--- src/rtl/dmem_init_pkg.sv ---
// Shared types for the data-memory initiator: funct3 codes, issue FSM states,
// request queue entry and the byte-lane helpers used on issue and completion.
package dmem_init_pkg;

  localparam logic [2:0] F3_B  = 3'b000;
  localparam logic [2:0] F3_H  = 3'b001;
  localparam logic [2:0] F3_W  = 3'b010;
  localparam logic [2:0] F3_BU = 3'b100;
  localparam logic [2:0] F3_HU = 3'b101;

  // Queue entries carry the tag at this width; the top truncates to TAG_W.
  localparam int unsigned TAG_MAX_W = 16;

  typedef enum logic [1:0] {
    IDLE,
    ISSUE,
    WAIT
  } state_t;

  typedef struct packed {
    logic [31:0]          addr;
    logic                 we;
    logic [2:0]           funct3;
    logic [31:0]          wdata;
    logic [TAG_MAX_W-1:0] tag;
  } req_entry_t;

  function automatic logic [3:0] byte_mask(input logic [2:0] f3, input logic [1:0] off);
    logic [3:0] m;
    case (f3[1:0])
      2'b00:   m = 4'b0001 << off;
      2'b01:   m = 4'b0011 << off;
      default: m = 4'b1111;
    endcase
    return m;
  endfunction

  function automatic logic [31:0] load_extend(input logic [2:0] f3, input logic [31:0] rdata,
                                              input logic [1:0] off);
    logic [31:0] s;
    logic [31:0] r;
    s = rdata >> {off, 3'b000};
    case (f3)
      F3_B:    r = {{24{s[7]}}, s[7:0]};
      F3_H:    r = {{16{s[15]}}, s[15:0]};
      F3_BU:   r = {24'h000000, s[7:0]};
      F3_HU:   r = {16'h0000, s[15:0]};
      default: r = s;
    endcase
    return r;
  endfunction

  function automatic logic is_misaligned(input logic [2:0] f3, input logic [1:0] off);
    return ((f3[1:0] == 2'b01) && off[0]) || (f3[1] && (off != 2'b00));
  endfunction

endpackage

--- src/rtl/dmem_itf.sv ---
// Word-wide data-memory bus: initiator drives address, byte masks and write
// data; the target answers with rdata and a single-cycle resp.
interface dmem_itf;
  logic [31:0] addr;
  logic [3:0]  rmask;
  logic [3:0]  wmask;
  logic [31:0] wdata;
  logic [31:0] rdata;
  logic        resp;

  modport mst (output addr, rmask, wmask, wdata, input rdata, resp);
  modport slv (input addr, rmask, wmask, wdata, output rdata, resp);
endinterface

--- src/rtl/dmem_req_fifo.sv ---
// Request queue for dmem_initiator: DEPTH entries (power of two), head is
// presented combinationally; pushes when full and pops when empty are dropped.
module dmem_req_fifo
  import dmem_init_pkg::*;
#(
  parameter int unsigned DEPTH   = 4,
  parameter type         entry_t = req_entry_t
) (
  input  logic   clk,
  input  logic   rst,
  input  logic   push,
  input  entry_t push_data,
  input  logic   pop,
  output entry_t head,
  output logic   full,
  output logic   empty
);

  localparam int unsigned AW = $clog2(DEPTH);

  logic [AW:0] wr_ptr;
  logic [AW:0] rd_ptr;
  entry_t      mem [DEPTH];
  logic        do_push;
  logic        do_pop;

  assign empty   = (wr_ptr == rd_ptr);
  assign full    = (wr_ptr[AW] != rd_ptr[AW]) && (wr_ptr[AW-1:0] == rd_ptr[AW-1:0]);
  assign do_push = push && !full;
  assign do_pop  = pop && !empty;
  assign head    = mem[rd_ptr[AW-1:0]];

  always_ff @(posedge clk) begin
    if (rst) begin
      wr_ptr <= '0;
      rd_ptr <= '0;
    end else begin
      if (do_push) wr_ptr <= wr_ptr + (AW+1)'(1);
      if (do_pop)  rd_ptr <= rd_ptr + (AW+1)'(1);
    end
  end

  always_ff @(posedge clk) begin
    if (do_push) mem[wr_ptr[AW-1:0]] <= push_data;
  end

endmodule

--- src/rtl/dmem_initiator.sv ---
// In-order data-memory initiator: queues load/store requests, issues them one
// at a time on dmem_itf and returns tagged, extended completions.
// Optional: define DMEM_MISALIGN_CHK_EN to complete misaligned half/word ops with resp_err.
module dmem_initiator
  import dmem_init_pkg::*;
#(
  parameter int unsigned DEPTH = 4,
  parameter int unsigned TAG_W = 4
) (
  input  logic             clk,
  input  logic             rst,
  input  logic             req_valid,
  output logic             req_ready,
  input  logic [31:0]      req_addr,
  input  logic             req_we,
  input  logic [2:0]       req_funct3,
  input  logic [31:0]      req_wdata,
  input  logic [TAG_W-1:0] req_tag,
  output logic             resp_valid,
  output logic [TAG_W-1:0] resp_tag,
  output logic [31:0]      resp_data,
  output logic             resp_err,
  dmem_itf.mst             mst_itf
);

  state_t     state;
  state_t     state_next;
  req_entry_t push_entry;
  req_entry_t head;
  logic       full;
  logic       empty;
  logic       push;
  logic       pop;
  logic       misalign;
  logic [3:0] issue_mask;

  assign req_ready  = !full;
  assign push       = req_valid && !full;
  assign push_entry = '{addr: req_addr, we: req_we, funct3: req_funct3,
                        wdata: req_wdata, tag: TAG_MAX_W'(req_tag)};
  assign issue_mask = byte_mask(head.funct3, head.addr[1:0]);

`ifdef DMEM_MISALIGN_CHK_EN
  assign misalign = is_misaligned(head.funct3, head.addr[1:0]);
`else
  assign misalign = 1'b0;
`endif

  dmem_req_fifo #(
    .DEPTH   (DEPTH),
    .entry_t (req_entry_t)
  ) u_fifo (
    .clk       (clk),
    .rst       (rst),
    .push      (push),
    .push_data (push_entry),
    .pop       (pop),
    .head      (head),
    .full      (full),
    .empty     (empty)
  );

  always_ff @(posedge clk) begin
    if (rst) state <= IDLE;
    else     state <= state_next;
  end

  // Address/data follow the head from ISSUE until the pop; masks pulse in ISSUE only.
  always_comb begin
    state_next      = state;
    pop             = 1'b0;
    mst_itf.addr    = '0;
    mst_itf.wdata   = '0;
    mst_itf.rmask   = '0;
    mst_itf.wmask   = '0;
    if (state != IDLE) begin
      mst_itf.addr  = {head.addr[31:2], 2'b00};
      mst_itf.wdata = head.wdata << {head.addr[1:0], 3'b000};
    end
    case (state)
      IDLE: if (!empty) state_next = ISSUE;
      ISSUE: begin
        if (misalign) begin
          pop        = 1'b1;
          state_next = IDLE;
        end else begin
          if (head.we) mst_itf.wmask = issue_mask;
          else         mst_itf.rmask = issue_mask;
          if (mst_itf.resp) begin
            pop        = 1'b1;
            state_next = IDLE;
          end else begin
            state_next = WAIT;
          end
        end
      end
      WAIT: begin
        if (mst_itf.resp) begin
          pop        = 1'b1;
          state_next = IDLE;
        end
      end
      default: state_next = IDLE;
    endcase
  end

  always_ff @(posedge clk) begin
    if (rst) begin
      resp_valid <= 1'b0;
      resp_tag   <= '0;
      resp_data  <= '0;
      resp_err   <= 1'b0;
    end else begin
      resp_valid <= pop;
      if (pop) begin
        resp_tag  <= TAG_W'(head.tag);
        resp_data <= (head.we || misalign) ? '0
                   : load_extend(head.funct3, mst_itf.rdata, head.addr[1:0]);
        resp_err  <= misalign;
      end
    end
  end

endmodule

--- src/flat_wrapper.sv ---
// flat-port wrapper written by rule: the top's interface ports become plain ports
module dmem_initiator_flat import dmem_init_pkg::*;
#(
  parameter int unsigned DEPTH = 4,
  parameter int unsigned TAG_W = 4
)
  (clk, rst, req_valid, req_ready, req_addr, req_we, req_funct3, req_wdata, req_tag, resp_valid, resp_tag, resp_data, resp_err, mst_itf_addr, mst_itf_rmask, mst_itf_wmask, mst_itf_wdata, mst_itf_rdata, mst_itf_resp);
  dmem_itf mst_itf_i ();
  input  logic clk;
  input  logic rst;
  input  logic req_valid;
  output logic req_ready;
  input  logic [31:0] req_addr;
  input  logic req_we;
  input  logic [2:0] req_funct3;
  input  logic [31:0] req_wdata;
  input  logic [TAG_W-1:0] req_tag;
  output logic resp_valid;
  output logic [TAG_W-1:0] resp_tag;
  output logic [31:0] resp_data;
  output logic resp_err;
  output wire logic [$bits(mst_itf_i.addr)-1:0] mst_itf_addr;
  output wire logic [$bits(mst_itf_i.rmask)-1:0] mst_itf_rmask;
  output wire logic [$bits(mst_itf_i.wmask)-1:0] mst_itf_wmask;
  output wire logic [$bits(mst_itf_i.wdata)-1:0] mst_itf_wdata;
  input wire logic [$bits(mst_itf_i.rdata)-1:0] mst_itf_rdata;
  input wire logic [$bits(mst_itf_i.resp)-1:0] mst_itf_resp;
  assign mst_itf_addr = mst_itf_i.addr;
  assign mst_itf_rmask = mst_itf_i.rmask;
  assign mst_itf_wmask = mst_itf_i.wmask;
  assign mst_itf_wdata = mst_itf_i.wdata;
  assign mst_itf_i.rdata = mst_itf_rdata;
  assign mst_itf_i.resp = mst_itf_resp;
  dmem_initiator #(.DEPTH(DEPTH), .TAG_W(TAG_W)) u_core (.clk(clk), .rst(rst), .req_valid(req_valid), .req_ready(req_ready), .req_addr(req_addr), .req_we(req_we), .req_funct3(req_funct3), .req_wdata(req_wdata), .req_tag(req_tag), .resp_valid(resp_valid), .resp_tag(resp_tag), .resp_data(resp_data), .resp_err(resp_err), .mst_itf(mst_itf_i));
endmodule
--- config.mk ---
export PLATFORM = sky130hd
export DESIGN_NAME = dmem_initiator_flat
export DESIGN_NICKNAME = d
export VERILOG_FILES = /design/src/rtl/dmem_init_pkg.sv /design/src/rtl/dmem_itf.sv /design/src/rtl/dmem_req_fifo.sv /design/src/rtl/dmem_initiator.sv /design/src/flat_wrapper.sv
export SDC_FILE = /design/constraint.sdc
export NUM_CORES = 1
export LEC_CHECK = 0
export CORE_AREA = 2 2 134 266
export DETAILED_ROUTE_END_ITERATION = 8
export DIE_AREA = 0 0 136 268
export SETUP_SLACK_MARGIN = 0.02
export SLEW_MARGIN = 5
export SYNTH_ARGS = -nofsm -noshare
export SYNTH_HDL_FRONTEND = slang
export SYNTH_SLANG_ARGS = --single-unit
--- constraint.sdc ---
create_clock -name clk -period 9.4 [get_ports clk]
set_input_delay 1.41 -clock clk [delete_from_list [all_inputs] [get_ports clk]]
set_output_delay 1.41 -clock clk [all_outputs]
set_load 0.01 [all_outputs]
==> run_results.csv, run 1 <==
group,metric,value,unit
cts,cts_inserted_buffers,29,
cells_and_area,final_nets,1110,
die,die_w,136,um
power_and_ir_drop,p_per_area,201,mW/mm^2
min_path,hold_start,"u_core.resp_tag[1]$_SDFFE_PP0P_",
detailed_routing,first_iter_violations,346,
synth,synth-async-reset-ratio,0,%
critical_path,worst_setup_path_start_kind,"register",
cts,clkLatencyLatePin,0.56,ns
sta,setup_viol,0,
synth,avgSynthCellArea,17.4,sq um
sta,maxSlewViolCount,0,
sta,whs,0.456,ns
die,die_h,268,um
sta,fin_setup_tns,0,ns
placement,dp_hpwl,23400,um
synth,postSynthCellCount,779,
critical_path,path_cells,"mux4_2, buf_4, nor2b_1, buf_4, a211oi_1, nor2_1, clkdlybuf4s50_1",
cells_and_area,final.fill_count,2962,
min_path,holdPathEnd,"u_core.resp_tag[1]$_SDFFE_PP0P_",
cells_and_area,stdcell_count,1457,
sta,rsz0062_at_grt,"false",
critical_path,max_stage_delay,0.95,ns
power_and_ir_drop,switchingPower,815,uW
die,io_pins,219,
critical_path,critPathMostFrequentCell,"buf_4",
sta,fin_crit_sh,59.3,%
global_routing,grt_usage,18.8,%
global_routing,first_global_vias,8156,
global_routing,gr-usage-met1,20.5,%
sta,hold_violations,0,
cts,cts_resized,0,
power_and_ir_drop,seqPwrFrac,49.6,%
cts,cts_hold_buf,0,
power_and_ir_drop,pwr-share-clk,35.7,%
synth,synth.most_common_cell,"edfxtp_1",
critical_path,critical_path_required,7.99,ns
power_and_ir_drop,ir_worst_vdd,0.138,mV
power_and_ir_drop,swShare,23.6,%
sta,tightest_slew,1.18,ns
detailed_routing,drc_errors,2,
synth,synthTopCellsByArea,"edfxtp_1 64%, mux4_2 12%, dfxtp_1 6.9%",
synth,ys_top_cells_by_count,"288 x edfxtp_1, 72 x mux4_2, 50 x nor2_1",
global_routing,gr-usage-met3,2.53,%
detailed_routing,via_count,7776,
die,core_area,0.0344,sq mm
cts,cts_tree,"built",
detailed_routing,viasPerCell,5.34,
critical_path,arrival,4.17,ns
detailed_routing,routed_wl,34400,um
power_and_ir_drop,finalPower,3460,uW
die,initial_utilization,39.5,%
critical_path,r2r_setup_slack,5.33,ns
cts,h-tree-depth,1,
synth,yosysTopAreaCellShare,63.7,%
die,placementRows,96,
cells_and_area,final_area,0.0172,sq mm
placement,placed_cells,1404,
synth,yosysSeqAreaShare,70.6,%
placement,placed_area,0.0162,sq mm
global_routing,antenna_found_initial,3,
detailed_routing,ant_nets,0,
critical_path,reg2reg_depth,6,
synth,syn_area,0.0136,sq mm
cells_and_area,syn2layout_area_growth,26.5,%
sta,slew_headroom,21.2,%
cts,postCtsSetupRepairBufs,0,
critical_path,r2r-end,"u_core.resp_data[20]$_SDFFE_PP0P_",
run_status,status,"complete, but fails checks",
cts,clk_pin_slew,0.07,ns
critical_path,slowest_stage,"mux4_2",
cts,clockRootBuffer,"clkbuf_16",
placement,portBuffers,215,
cts,cts_buffer_depth,3,
power_and_ir_drop,leakagePower,0.00564,uW
global_routing,grt_pass1_wl,50200,um
critical_path,worstPathMaxFanout,37,
synth,synth-seq-cells,335,
min_path,hold_class,"register to register",
detailed_routing,drt_pass1_iterations,7,
min_path,hold_path_depth,2,
cts,clock-sinks,335,
global_routing,gr-usage-met2,35.3,%
synth,synth_edf_count,288,
sta,post-route-min-period,5.58,ns
power_and_ir_drop,p_int,2640,uW
placement,gp_congestion,0.903,
power_and_ir_drop,p_comb_share,14.7,%
flow_run,cap_violations,0,
critical_path,crit_path_end_kind,"primary output",
cells_and_area,drive_gt1_share,13.8,%
sta,fmaxAchievable,179,MHz
critical_path,criticalPathCategory,"register to primary output",
detailed_routing,wl_per_cell,23.6,um
global_routing,top_usage_layer,"met2",
global_routing,gr-total-overflow,0,
synth,synth_cell_type_count,42,
run_status,violations,"DRC",
synth,ys_warn_count,0,
synth,synth_top_area_cell,"edfxtp_1",
sta,worst_clock_skew,0.0191,ns
global_routing,grt_max_degree,56,
die,die_area,0.0364,sq mm
synth,synth_ff_type,"edfxtp_1",
-- state kept, by name (all words and copies together) (netlist names), named ones only --
signal                flops
u_core.resp_data         32
u_core.resp_tag           4
u_core.resp_valid         1
u_core.state              2
u_core.u_fifo.mem       288
u_core.u_fifo.rd_ptr      3
u_core.u_fifo.wr_ptr      3
-- worst max-delay path: cells and delay by family, from the launching register on --
family                 cells  cell delay, ns
buffers and inverters      3            1.32
muxes                      1            0.95
DFF                        1            0.84
and+or+nand+nor            2            0.34
AOI/OAI and AO/OA          1            0.13
-- cell usage in the layout (no fill, tap or decap), types with 3 or more instances in the layout --
| cell | synthesis | final |
|---|---|---|
| mux2i_1 | 47 | 47 |
| and2_1 | 42 | 38 |
| conb_1 | 1 | 3 |
| a21oi_1 | 19 | 19 |
| clkbuf_1 | 20 | 3 |
| ha_1 | 8 | 8 |
| o21ai_0 | 8 | 8 |
| nor2_1 | 50 | 50 |
| o21ai_1 | 8 | 8 |
| xnor2_1 | 6 | 6 |
| and2_4 | 0 | 4 |
| buf_4 | 4 | 14 |
| a32o_1 | 7 | 7 |
| clkinv_1 | 0 | 6 |
| clkbuf_16 | 0 | 29 |
| clkdlybuf4s50_1 | 0 | 215 |
| dfxtp_1 | 47 | 45 |
| edfxtp_1 | 288 | 288 |
| nand2_1 | 36 | 36 |
| nand2b_1 | 3 | 3 |
| nand3_1 | 4 | 4 |
| o2bb2ai_1 | 7 | 7 |
| inv_1 | 8 | 8 |
| a22oi_1 | 16 | 16 |
| a2bb2oi_1 | 7 | 7 |
| bufinv_16 | 0 | 5 |
| nor2b_1 | 9 | 9 |
| a211oi_1 | 18 | 18 |
| mux4_2 | 72 | 72 |
| clkinvlp_4 | 0 | 4 |
-- through the flow --
stage	setup slack (ns)	utilization, %
after floorplan	5.41	-
after global placement	4.39	47.1
after detailed placement	4.37	47.1
after CTS	3.76	50.0
after global routing	3.54	50.0
final	3.82	50.0
-- power groups by stage --
stage | logic, uW | clock network, uW | registers, uW
2_1_floorplan | 264 | 0 | 1740
3_3_place_gp | 512 | 0 | 1740
3_5_place_dp | 514 | 0 | 1750
4_1_cts | 517 | 1260 | 1710
5_1_grt | 546 | 1310 | 1720
6_report | 508 | 1230 | 1710
-- per-layer routing --
metal | vias up | routed length [um]
met4 | 0 | 1540
met1 | 3937 | 12300
li1 | 3493 | -
met5 | - | 0
met2 | 284 | 18800
met3 | 62 | 1810
-- cells by family (layout without fill, tap and decap cells) --
kind of cell    Yosys count  count (layout)  share of synthesized area [%]
fa+ha+maj                 8               8                          0.737
compound gates           97              97                           4.98
flops                   335             335                           70.6
simple gates            154             154                           5.61
mux                     121             121                           15.6
xor+xnor                  8               8                          0.516
buf+inv                  55             289                           1.91
other cells               1               4                         0.0276
-- worst max path at each step --
stage	end	startpoint
after detailed placement	mst_itf_rmask[2]	register
after global routing	mst_itf_rmask[2]	register
after global placement	mst_itf_wmask[1]	register
after CTS	mst_itf_rmask[2]	register
final	mst_itf_rmask[2]	register
after floorplan	u_core.u_fifo.mem[3][0]$_DFFE_PP_	req_valid
-- layout make-up --
type	count	area [sq um]	share of cell area, %
Clock inverter	19	236	1.38
Sequential cell	335	9600	55.9
Antenna cell	1	2.50	0.0146
Clock buffer	33	751	4.37
Multi-Input combinational cell	391	3740	21.8
Inverter	8	30.0	0.175
Timing Repair Buffer	229	2260	13.1
Tap cell	441	552	3.21
Note: power is estimated with default switching activity, not from simulation.
==> run 2: changes to the inputs <==
Clock period 9.4 ns to 4.97 ns, I/O delays scaled along.
==> run_results.csv, run 2 (synthesized netlist as in run 1, its figures left out) <==
group,metric,value,unit
cts,cts_hold_buf,0,
power_and_ir_drop,p_int,4780,uW
cts,h-tree-depth,1,
sta,worst_clock_skew,0.00827,ns
sta,slew_headroom,26.5,%
cells_and_area,drive_gt1_share,13.8,%
placement,placed_cells,1409,
sta,setup_viol,0,
critical_path,worst_setup_path_start_kind,"register",
sta,rsz0062_at_grt,"false",
power_and_ir_drop,swShare,24.2,%
critical_path,criticalPathCategory,"register to primary output",
cts,cts_buffer_depth,3,
sta,tightest_slew,1.10,ns
global_routing,antenna_found_initial,6,
critical_path,worstPathMaxFanout,40,
detailed_routing,ant_nets,0,
detailed_routing,viasPerCell,5.27,
die,core_area,0.0344,sq mm
placement,portBuffers,215,
cts,clock-sinks,335,
die,die_h,268,um
detailed_routing,drt_pass1_iterations,4,
critical_path,critical_path_required,4.22,ns
flow_run,cap_violations,0,
cts,clockRootBuffer,"clkbuf_16",
placement,placed_area,0.0162,sq mm
cells_and_area,stdcell_count,1462,
die,placementRows,96,
cts,clkLatencyLatePin,0.55,ns
run_status,status,"completed",
power_and_ir_drop,p_comb_share,15.4,%
detailed_routing,first_iter_violations,330,
sta,maxSlewViolCount,0,
cells_and_area,syn2layout_area_growth,26.1,%
global_routing,gr-total-overflow,0,
power_and_ir_drop,ir_worst_vdd,0.275,mV
sta,post-route-min-period,4.29,ns
die,die_area,0.0364,sq mm
sta,whs,0.455,ns
critical_path,crit_path_end_kind,"primary output",
cells_and_area,largest_reg_flops,288,
die,die_w,136,um
placement,dp_hpwl,23400,um
critical_path,arrival,3.55,ns
cts,clk_pin_slew,0.07,ns
cells_and_area,final_nets,1115,
die,io_pins,219,
sta,fin_setup_tns,0,ns
power_and_ir_drop,pwr-share-clk,33.5,%
global_routing,grt_pass1_wl,49700,um
die,initial_utilization,39.5,%
cells_and_area,final_common_cell,"edfxtp_1",
detailed_routing,via_count,7701,
global_routing,grt_max_degree,53,
power_and_ir_drop,switchingPower,1520,uW
detailed_routing,drc_errors,0,
sta,fin_crit_sh,86.3,%
sta,hold_violations,0,
cts,cts_resized,0,
cells_and_area,final_area,0.0171,sq mm
global_routing,grt_usage,18.6,%
cells_and_area,final_cell_mix,"288 x edfxtp_1, 215 x clkdlybuf4s50_1, 72 x mux4_2",
power_and_ir_drop,seqPwrFrac,51.2,%
cts,cts_inserted_buffers,29,
cts,cts_tree,"built",
sta,fmaxAchievable,233,MHz
detailed_routing,routed_wl,33900,um
placement,gp_congestion,0.908,
detailed_routing,wl_per_cell,23.2,um
global_routing,first_global_vias,8065,
min_path,hold_class,"register to register",
power_and_ir_drop,p_per_area,368,mW/mm^2
power_and_ir_drop,leakagePower,0.00563,uW
cts,postCtsSetupRepairBufs,0,
-- run 2: critical path, stage by stage, from the launching register on --
cell	delay (ns)
dfxtp_4	0.77
mux2i_1	0.27
mux2_2	0.38
nand2_1	0.26
nor2_1	0.52
and2_1	0.22
clkdlybuf4s50_1	0.53
-- run 2: cell type report --
class,count,area [sq um]
Clock buffer,36,752
Multi-Input combinational cell,391,3740
Fill cell,2990,17200
Antenna cell,1,2.50
Sequential cell,335,9600
Timing Repair Buffer,234,2320
Clock inverter,16,119
Inverter,8,30.0
Tap cell,441,552
-- run 2: worst paths after layout --
path / startpoint / endpoint / slack, ns / cells after the start
max: register / mst_itf_wdata[5] / 0.68 / 6
min: u_core.resp_tag[2]$_SDFFE_PP0P_ / u_core.resp_tag[2]$_SDFFE_PP0P_ / 0.46 / 2
max reg2reg: register / u_core.resp_data[20]$_SDFFE_PP0P_ / 1.65 / 6
min reg2reg: u_core.resp_tag[2]$_SDFFE_PP0P_ / u_core.resp_tag[2]$_SDFFE_PP0P_ / 0.46 / 2
-- run 2: routing by layer --
metal	GRT usage [%]	up-vias	wire, um
li1	-	3506	-
met1	19.0	3848	11600
met2	35.9	267	18800
met3	3.49	80	2020
met4	8.42	0	1530
met5	0	-	0
-- run 2: power groups by stage --
| stage | registers [uW] | logic, uW | clock network (uW) |
|---|---|---|---|
| after CTS | 3230 | 986 | 2180 |
| final | 3230 | 968 | 2110 |
| after floorplan | 3290 | 499 | 0 |
| after detailed placement | 3290 | 982 | 0 |
| after global placement | 3280 | 980 | 0 |
| after global routing | 3240 | 1040 | 2270 |
-- run 2: metrics by stage --
step | power, uW | utilization (%) | setup WS, ns
floorplan | 3790 | - | 1.64
global placement | 4260 | 47.3 | 1.24
detailed placement | 4270 | 47.3 | 1.22
CTS | 6390 | 49.8 | 0.604
global route | 6550 | 49.8 | 0.469
finish | 6310 | 49.8 | 0.679
